File: config.mk
export PLATFORM = sky130hd
export DESIGN_NAME = serial_adder_4bit
export DESIGN_NICKNAME = d
export VERILOG_FILES = /design/src/rtl/serial_adder_4bit.sv
export SDC_FILE = /design/constraint.sdc
export NUM_CORES = 1
export LEC_CHECK = 0
export CORE_AREA = 2 2 57 59
export DETAILED_ROUTE_END_ITERATION = 10
export DIE_AREA = 0 0 59 61
export SKIP_LAST_GASP = 1
export SLEW_MARGIN = 25
export SYNTH_ARGS = -nofsm -noshare
export SYNTH_HDL_FRONTEND = slang
export SYNTH_SLANG_ARGS = --single-unit
File: constraint.sdc
create_clock -name clk -period 3.3 [get_ports clk]
set_input_delay 0.66 -clock clk [delete_from_list [all_inputs] [get_ports clk]]
set_output_delay 0.66 -clock clk [all_outputs]
set_load 0.05 [all_outputs]
File: src/rtl/serial_adder_4bit.sv
// Bit-serial adder: {Cout,S} = A + B + Cin, one full-adder slice per clock, LSB first.
// State | meaning
// IDLE  | waiting for start; S/Cout hold last result
// SHIFT | WIDTH shift edges through the slice, then one settle edge into DONE
// DONE  | done pulse; start here is accepted back-to-back
module serial_adder_4bit #(
  parameter int WIDTH = 4
) (
  input  logic             clk,
  input  logic             rst_n,
  input  logic             start,
  input  logic [WIDTH-1:0] A,
  input  logic [WIDTH-1:0] B,
  input  logic             Cin,
  output logic [WIDTH-1:0] S,
  output logic             Cout,
  output logic             busy,
  output logic             done
);

  localparam int CW = $clog2(WIDTH + 1);
  localparam logic [CW-1:0] CNT_LAST = CW'(WIDTH - 1);
  localparam logic [CW-1:0] CNT_END  = CW'(WIDTH);

  typedef enum logic [1:0] {
    IDLE  = 2'd0,
    SHIFT = 2'd1,
    DONE  = 2'd2
  } state_t;

  state_t           state_q, state_d;
  logic [CW-1:0]    cnt_q, cnt_d;
  logic [WIDTH-1:0] a_q, a_d;
  logic [WIDTH-1:0] b_q, b_d;
  logic             c_q, c_d;
  logic [WIDTH-1:0] s_q, s_d;
  logic             cout_q, cout_d;
  logic             busy_q, busy_d;
  logic             done_q, done_d;

  logic             sum_bit;
  logic             carry_nxt;
  logic [WIDTH:0]   s_ext;

  assign sum_bit   = a_q[0] ^ b_q[0] ^ c_q;
  assign carry_nxt = (a_q[0] & b_q[0]) | (a_q[0] & c_q) | (b_q[0] & c_q);
  // Sum bits enter at the MSB so that after WIDTH shifts the LSB lands in S[0].
  assign s_ext     = {sum_bit, s_q};

  always_comb begin
    state_d = state_q;
    cnt_d   = cnt_q;
    a_d     = a_q;
    b_d     = b_q;
    c_d     = c_q;
    s_d     = s_q;
    cout_d  = cout_q;
    busy_d  = busy_q;
    done_d  = 1'b0;

    case (state_q)
      IDLE, DONE: begin
        busy_d  = 1'b0;
        state_d = IDLE;
        if (start) begin
          a_d     = A;
          b_d     = B;
          c_d     = Cin;
          cnt_d   = '0;
          busy_d  = 1'b1;
          state_d = SHIFT;
        end
      end

      SHIFT: begin
        if (cnt_q != CNT_END) begin
          a_d   = a_q >> 1;
          b_d   = b_q >> 1;
          c_d   = carry_nxt;
          s_d   = s_ext[WIDTH:1];
          cnt_d = cnt_q + 1'b1;
          if (cnt_q == CNT_LAST) begin
            cout_d = carry_nxt;
            busy_d = 1'b0;
          end
        end else begin
          // Settle edge: result is complete, raise done next cycle.
          state_d = DONE;
          done_d  = 1'b1;
        end
      end

      default: begin
        state_d = IDLE;
        busy_d  = 1'b0;
      end
    endcase
  end

  always_ff @(posedge clk or negedge rst_n) begin
    if (!rst_n) begin
      state_q <= IDLE;
      cnt_q   <= '0;
      a_q     <= '0;
      b_q     <= '0;
      c_q     <= 1'b0;
      s_q     <= '0;
      cout_q  <= 1'b0;
      busy_q  <= 1'b0;
      done_q  <= 1'b0;
    end else begin
      state_q <= state_d;
      cnt_q   <= cnt_d;
      a_q     <= a_d;
      b_q     <= b_d;
      c_q     <= c_d;
      s_q     <= s_d;
      cout_q  <= cout_d;
      busy_q  <= busy_d;
      done_q  <= done_d;
    end
  end

  assign S    = s_q;
  assign Cout = cout_q;
  assign busy = busy_q;
  assign done = done_q;

endmodule

[Yosys cells after proc, flatten, opt, wreduce, memory -nomap -nowiden]
Index checks and enable logic that the tools add are counted.
Word-level totals
  register bits after elaboration: 21
  input bits: 12
  output and inout bits: 7
Operators by class
  add/sub/neg operators: 1
  eq/ne operators: 8
  muxes and demuxes: 21
  bitwise gates (word level): 7
  reduce and logical (&&, ||, !) cells: 7
Operators by type and width (count)
  $mux 4: 4
  $pmux 4 s2: 2
  $mux 1: 8
  $ne 2x2->1 const B: 4
  $mux 3: 2
  $pmux 3 s2: 1
  $reduce_and 3->1: 2
  $pmux 1 s2: 2
  $pmux 2 s2: 1
  $reduce_and 2->1: 2
  $add 3x1->3 const B: 1
  $and 1x1->1: 3
  $eq 3x2->1 const B: 1
  $ne 3x3->1 const B: 1
  $eq 2x1->1 const B: 1
  $eq 2x2->1 const B: 1
  $logic_not 2->1: 1
  $mux 2: 1
  $or 1x1->1: 2
  $reduce_bool 2->1: 1
  $reduce_or 2->1: 1
  $xor 1x1->1: 2

[Longest topological paths before layout]
Gate-level depths: netlist of the first run.
  depth in word-level cells: 5
  depth in mapped cells: 6

[Least setup slack after synthesis of the first run]
No wires, ideal clock.
  kind: input-to-reg
  from: input start
  to: register a_q[0]
  data arrival time: 1.452 ns
  data required time: 3.175 ns
  path slack: 1.723 ns
  stages: 4
  buffers on the path: 1
  cells stage by stage: nor2b_1 a21o_1 buf_6 mux2_4
On the way
  word-level cells in the longest chain between the ends: 2
Ends and longest elaborated chain
  from (decl): RTL line 11  | input logic start,
  $ne 2x2->1 (no source line)
  $reduce_and 3->1 (no source line)
  to (signal assigned): RTL line 104  | a_q <= '0;
  to (signal assigned): RTL line 114  | a_q <= a_d;
  to (decl): RTL line 33  | logic [WIDTH-1:0] a_q, a_d;
No other way between the ends.
A chain may end at the register's enable or synchronous reset.

[Final worst setup path of the first run]
  from: register s_q[3] (netlist: S[3])
  to: output S[3]
RTL lines
  from (decl): RTL line 36  | logic [WIDTH-1:0] s_q, s_d;
  from (signal assigned): RTL line 107  | s_q <= '0;
  from (signal assigned): RTL line 117  | s_q <= s_d;
  to (decl): RTL line 15  | output logic [WIDTH-1:0] S,
No word-level cell between the ends.

==> results of run 1 <==
routing by layer:
metal	vias up	global-route usage, %	part of all wire (%)
li1	291	-	-
met1	287	15.8	49
met2	15	16.8	46
met3	2	4.69	4.5
met4	0	2.92	0.76
met5	-	0	0
kinds of logic after synthesis:
group / Yosys count / synth area share [%]
AOI/OAI and AO/OA: 6 / 3.56
muxes: 21 / 27.5
DFF: 21 / 51.5
buffers and inverters: 5 / 3.31
and+or+nand+nor: 17 / 8.47
adders and majority gates: 4 / 5.64
path summary, 6_finish.rpt:
kind	startpoint	end	cells past startpoint
worst max-delay path	S[3]$_DFFE_PN0P_	S[3]	1
worst min-delay path	rst_n	a_q[1]$_DFFE_PN0P_	1
worst max register to register	state_q[0]$_DFFE_PN0P_	a_q[1]$_DFFE_PN0P_	3
worst min register to register	a_q[1]$_DFFE_PN0P_	a_q[1]$_DFFE_PN0P_	1
max in group asynchronous	rst_n	b_q[0]$_DFFE_PN0P_	1
min in group clk	a_q[1]$_DFFE_PN0P_	a_q[1]$_DFFE_PN0P_	1
metrics by stage:
step	std cells	total power, W	util [%]	worst slack, ns
2_1_floorplan	74	0.00104	-	1.72
3_3_place_gp	123	0.00118	41.3	0.960
3_5_place_dp	123	0.00119	41.3	0.914
4_1_cts	127	0.00133	42.2	1.11
5_1_grt	127	0.00140	42.0	1.07
6_report	127	0.00131	42.0	1.14
cells in the mapped netlist:
master,n
mux2_4,12
nor2b_4,1
nand2b_1,2
a21o_1,1
dfrtp_1,21
mux2_1,2
mux2_2,6
buf_6,2
nand2_1,7
nor2_1,3
o21ai_0,3
a21oi_1,1
inv_1,3
ha_1,3
nor2b_1,1
mux2i_1,1
nand3_1,2
nand2_2,1
fa_1,1
a31o_2,1
registers in the layout, indices dropped and copies added, names as in the netlist:
signal and cells:
c_q 1, b_q 4, S 4, a_q 4, Cout 1, state_q 2
cnt_q 3, busy 1, done 1
placed cells by master, fill, tap and decap left out:
master,n
a21o_1,1
nand2_1,7
clkdlybuf4s50_1,17
a31o_2,1
o21ai_0,3
mux2_4,12
fa_1,1
clkinv_2,1
a21oi_1,1
inv_1,3
nor2_1,3
nor2b_4,1
nand2b_1,2
buf_2,1
mux2_1,2
mux2_2,6
nor2b_1,1
nand2_2,1
mux2i_1,1
clkbuf_4,3
ha_1,3
nand3_1,2
dfrtp_1,21
report_power, final:
part	switching, W	total, W	internal, W
logic	0.000363	0.000740	0.000378
clock network	0.0000787	0.000124	0.0000452
registers	0.0000695	0.000442	0.000372
area by class of cell:
class                           count  area [sq um]  share of cell area (%)
Multi-Input combinational cell     48           460                    37.1
Clock buffer                        3          22.5                    1.81
Inverter                            3          11.3                   0.907
Timing Repair Buffer               18           175                    14.1
Sequential cell                    21           526                    42.3
Tap cell                           33          41.3                    3.33
Clock inverter                      1          5.00                   0.403
==> metrics.log, run 1 <==
[metrics] status: completed
[metrics] number of hold buffers added after cts: 0
[metrics] Routability Congestion: 0.678
[metrics] classification of the worst setup path: flop to output port
[metrics] total core area: 2950 sq um
[metrics] number of flip-flops and latches in the synthesized netlist: 21
[metrics] cell area power density: 1050 nW/um^2
[metrics] type of origin of the critical path: flop
[metrics] count of nets left with antenna violations after detail routing: 0
[metrics] Worst Path Buf+Inv: 1
[metrics] Top delay family on crit path: buffers and inverters
[metrics] number of max-slew violations in the final report: 0
[metrics] Worst Hold Slack: 0.288 ns
[metrics] fraction of the yosys area taken by sequential cells: 51.5%
[metrics] total of endpoints with negative setup slack in the final report: 0
[metrics] arrival time of the worst setup path: 1.50 ns
[metrics] synthesized netlist cell count: 74
[metrics] die footprint: 3600 sq um
[metrics] maximum number of pins on one net before global-route repair: 22
[metrics] Max rail drop VDD: 513 uV
[metrics] setup TNS: 0 ns
[metrics] clock tree sinks: 21
[metrics] area grow syn2layout: 21.7%
[metrics] initial antenna violation count: 0
[metrics] CTS max path bufs: 2
[metrics] internal reg-to-reg setup slack: 1.49 ns
[metrics] total half-perimeter wirelength after legalization and detailed placement: 1250 um
[metrics] post-synth top area cell: dfrtp_1
[metrics] violation count after the first detailed-route iteration: 3
[metrics] maximum level of the CTS H-tree: 1
[metrics] first-pass GRT wire length: 2970 um
[metrics] number of different library cells in the post-synthesis netlist: 20
[metrics] via count of the first global-routing pass: 604
[metrics] total number of nets in the final design: 111
[metrics] number of buffers inserted by port buffering: 18
[metrics] slew at the pin closest to its max-slew limit: 0.532 ns
[metrics] CTS clock-pin slew for the worst setup and hold paths: 0.12 ns
[metrics] largest cells by area after synthesis: dfrtp_1 (52%), mux2_4 (18%), mux2_2 (6.6%)
[metrics] fraction of layout cells with a size suffix above 1: 27.7%
[metrics] Post-Syn Area per Cell: 13.8 sq um
[metrics] crit path capture type: output port
[metrics] count of cells resized by post-cts repair: 0
[metrics] unrepaired setup endpoints after global routing: no
[metrics] total number of vias: 595
[metrics] die boundary height: 61 um
[metrics] WP data required: 2.64 ns
[metrics] maximum single-stage delay on the critical path: 0.81 ns
[metrics] DR vias/cell: 4.69
[metrics] number of max-capacitance violations reported: 0
[metrics] standby leakage power: 0.593 nW
[metrics] Max Clock Freq: 463 MHz
[metrics] path category of the worst min-delay check: input pin to asynchronous set/reset pin
[metrics] Placed Instance Area: 1220 sq um
[metrics] source-to-sink clock delay at the later pin of the worst-skew pair: 0.31 ns
[metrics] post-route clock skew: 0.00808 ns
[metrics] Final Hold Viols: 0
[metrics] Routed wire per std cell: 13.4 um
[metrics] clock tree from TritonCTS: built
[metrics] Final period util: 65.5%
[metrics] antenna diode instance count: 0
[metrics] number of iterations in the first detailed-routing pass: 4
[metrics] Finished Cell Area: 1240 sq um
[metrics] Max stage delay cell, worst path: clkdlybuf4s50_1
[metrics] top fanout value on the critical path: 3
[metrics] total wirelength of the detailed-routed design: 1700 um
[metrics] Die X-Extent: 59 um
[metrics] count of unresolved DRC violations after routing: 0
[metrics] starting density of the core: 34.5%
[metrics] clock tree root buffer cell: clkbuf_4
[metrics] grt ovf: 0
[metrics] count of yosys warnings during synthesis: 0
[metrics] FILL cells: 288
[metrics] worst-path cell chain: clkdlybuf4s50_1
[metrics] worst relative slew slack: 64.5%
[metrics] total routing usage reported by global routing: 11.5%
[metrics] post-CTS setup repair buffer count: 0
[metrics] clock period minus final worst setup slack: 2.16 ns
[metrics] summed instance area of the synthesized netlist: 1020 sq um
[metrics] number of buffers created by CTS: 3
[metrics] net count of the mapped netlist: 90
[metrics] boundary pin count: 19
[metrics] Row Count: 20
[metrics] proportion of netlist area held by the largest area contributor: 51.5%
No activity file was read; power rests on OpenSTA's default activity.
==> run 2, diff against run 1 <==
==> constraint.sdc (replaced) <==
create_clock -name clk -period 2.08 [get_ports clk]
set_input_delay 0.416 -clock clk [delete_from_list [all_inputs] [get_ports clk]]
set_output_delay 0.416 -clock clk [all_outputs]
set_load 0.05 [all_outputs]
==> run 2 against run 1 <==
Effect of this change: flip-flop and latch count is the same; critical path type unchanged; largest cell class unchanged; first-iteration DRC count grew to 9.3 times the previous value; clock-buffer cell count grew 1; critical path depth is the same; critical endpoint unchanged; design area grew 2.1%.
==> metrics.log, run 2 (same netlist as run 1, synthesis figures left out) <==
[metrics] status: completed
[metrics] Max Clock Freq: 523 MHz
[metrics] leading cell type in the layout, fill and taps excluded: dfrtp_1
[metrics] clock tree sinks: 21
[metrics] top fanout value on the critical path: 3
[metrics] Routability Congestion: 0.740
[metrics] number of buffers created by CTS: 3
[metrics] WP data required: 1.66 ns
[metrics] unrepaired setup endpoints after global routing: no
[metrics] total number of nets in the final design: 114
[metrics] Worst Hold Slack: 0.436 ns
[metrics] via count of the first global-routing pass: 639
[metrics] initial antenna violation count: 0
[metrics] total half-perimeter wirelength after legalization and detailed placement: 1270 um
[metrics] grt ovf: 0
[metrics] total power: 0.00209 W
[metrics] top library cells by usage in the layout, fill and taps aside: dfrtp_1 (21), clkdlybuf4s50_1 (18), mux2_4 (12)
[metrics] wire length the detailed router placed on met1: 875 um
[metrics] maximum level of the CTS H-tree: 1
[metrics] Routed wire per std cell: 12.9 um
[metrics] cell area power density: 1650 nW/um^2
[metrics] total wirelength of the detailed-routed design: 1680 um
[metrics] post-CTS setup repair buffer count: 0
[metrics] fraction of layout cells with a size suffix above 1: 27.8%
[metrics] FILL cells: 293
[metrics] Row Count: 20
[metrics] number of buffers inserted by port buffering: 18
[metrics] Final Hold Viols: 0
[metrics] Detail Route met3 WL: 84 um
[metrics] starting density of the core: 34.5%
[metrics] boundary pin count: 19
[metrics] post-route clock skew: 0.0122 ns
[metrics] clock tree from TritonCTS: built
[metrics] total routing usage reported by global routing: 11.1%
[metrics] Finished Cell Area: 1270 sq um
[metrics] maximum single-stage delay on the critical path: 0.81 ns
[metrics] routed wire length on met2: 719 um
[metrics] worst relative slew slack: 66.4%
[metrics] count of unresolved DRC violations after routing: 0
[metrics] slew at the pin closest to its max-slew limit: 0.502 ns
[metrics] crit path capture type: output port
[metrics] maximum number of pins on one net before global-route repair: 22
[metrics] total core area: 2950 sq um
[metrics] setup TNS: 0 ns
[metrics] Die X-Extent: 59 um
[metrics] violation count after the first detailed-route iteration: 28
[metrics] antenna diode instance count: 0
[metrics] die boundary height: 61 um
[metrics] CTS max path bufs: 2
[metrics] worst-path cell chain: clkdlybuf4s50_1
[metrics] area grow syn2layout: 24.3%
[metrics] standby leakage power: 0.604 nW
[metrics] path category of the worst min-delay check: input pin to asynchronous set/reset pin
[metrics] CTS clock-pin slew for the worst setup and hold paths: 0.12 ns
[metrics] clock period minus final worst setup slack: 1.91 ns
[metrics] clock tree root buffer cell: clkbuf_4
[metrics] Top delay family on crit path: buffers and inverters
[metrics] type of origin of the critical path: flop
[metrics] count of cells resized by post-cts repair: 0
[metrics] DR vias/cell: 4.59
[metrics] die footprint: 3600 sq um
[metrics] first-pass GRT wire length: 2990 um
[metrics] count of nets left with antenna violations after detail routing: 0
[metrics] total number of vias: 597
[metrics] Worst Path Buf+Inv: 1
[metrics] Placed Instance Area: 1240 sq um
[metrics] Final period util: 92.0%
[metrics] number of max-capacitance violations reported: 0
[metrics] Layout Utilization: 42.9%
[metrics] number of max-slew violations in the final report: 0
[metrics] source-to-sink clock delay at the later pin of the worst-skew pair: 0.31 ns
[metrics] Max rail drop VDD: 627 uV
[metrics] number of hold buffers added after cts: 0
[metrics] Max stage delay cell, worst path: clkdlybuf4s50_1
[metrics] total of endpoints with negative setup slack in the final report: 0
[metrics] number of iterations in the first detailed-routing pass: 4
[metrics] arrival time of the worst setup path: 1.50 ns
[metrics] highest routing layer actually used: met3
[metrics] classification of the worst setup path: flop to output port
## run 2: stage by stage
stage / setup slack (ns) / cells
floorplan: 0.622 / 74
global placement: 0.182 / 126
detailed placement: 0.173 / 126
CTS: 0.139 / 130
global route: 0.101 / 130
finish: 0.167 / 130
## run 2: worst register-to-register path: cells and delay by family, from the launching register on
kind                       cells  cell delay (ns)
muxes                          1             0.29
AOI/OAI and AO/OA              1             0.23
adders and majority gates      1             0.19
and+or+nand+nor                1             0.12
DFF                            1             0.40
buffers and inverters          2             0.27
## run 2: final cells by class
cell class / count / area [sq um] / area share (%)
Clock buffer: 4 / 26.3 / 2.07
Inverter: 3 / 11.3 / 0.888
Multi-Input combinational cell: 48 / 460 / 36.3
Sequential cell: 21 / 526 / 41.5
Tap cell: 33 / 41.3 / 3.26
Timing Repair Buffer: 21 / 203 / 16.0
## run 2: where the power goes
part	leakage [nW]	internal (W)	switching, W
combinational	0.327	0.000626	0.000566
sequential	0.262	0.000590	0.000116
clock	0.0150	0.0000748	0.000122
## run 2: per-layer routing
metal | GRT usage (%) | vias to the layer above
met5 | 0 | -
met4 | 1.95 | 0
met1 | 15.5 | 281
li1 | - | 301
met2 | 17.0 | 15
met3 | 3.84 | 0
## run 2: path summary, 6_finish.rpt
| path | start | endpoint | slack (ns) | cells after the start |
|---|---|---|---|---|
| max in group asynchronous | rst_n | b_q[0]$_DFFE_PN0P_ | 1.41 | 2 |
| max | S[3]$_DFFE_PN0P_ | S[3] | 0.17 | 1 |
| min reg2reg | Cout$_DFFE_PN0P_ | Cout$_DFFE_PN0P_ | 0.52 | 1 |
| min | rst_n | b_q[3]$_DFFE_PN0P_ | 0.44 | 2 |
| min in group clk | Cout$_DFFE_PN0P_ | Cout$_DFFE_PN0P_ | 0.52 | 1 |
| max reg2reg | cnt_q[0]$_DFFE_PN0P_ | b_q[1]$_DFFE_PN0P_ | 0.48 | 6 |
==> run 3, diff against run 2 <==
--- a/config.mk
+++ b/config.mk
@@ -9,7 +9,6 @@
 export DETAILED_ROUTE_END_ITERATION = 10
 export DIE_AREA = 0 0 59 61
 export SKIP_LAST_GASP = 1
-export SLEW_MARGIN = 25
 export SYNTH_ARGS = -nofsm -noshare
 export SYNTH_HDL_FRONTEND = slang
 export SYNTH_SLANG_ARGS = --single-unit
==> results of run 3 <==
No change in the layout: final DEF, timing and power equal those of run 2.
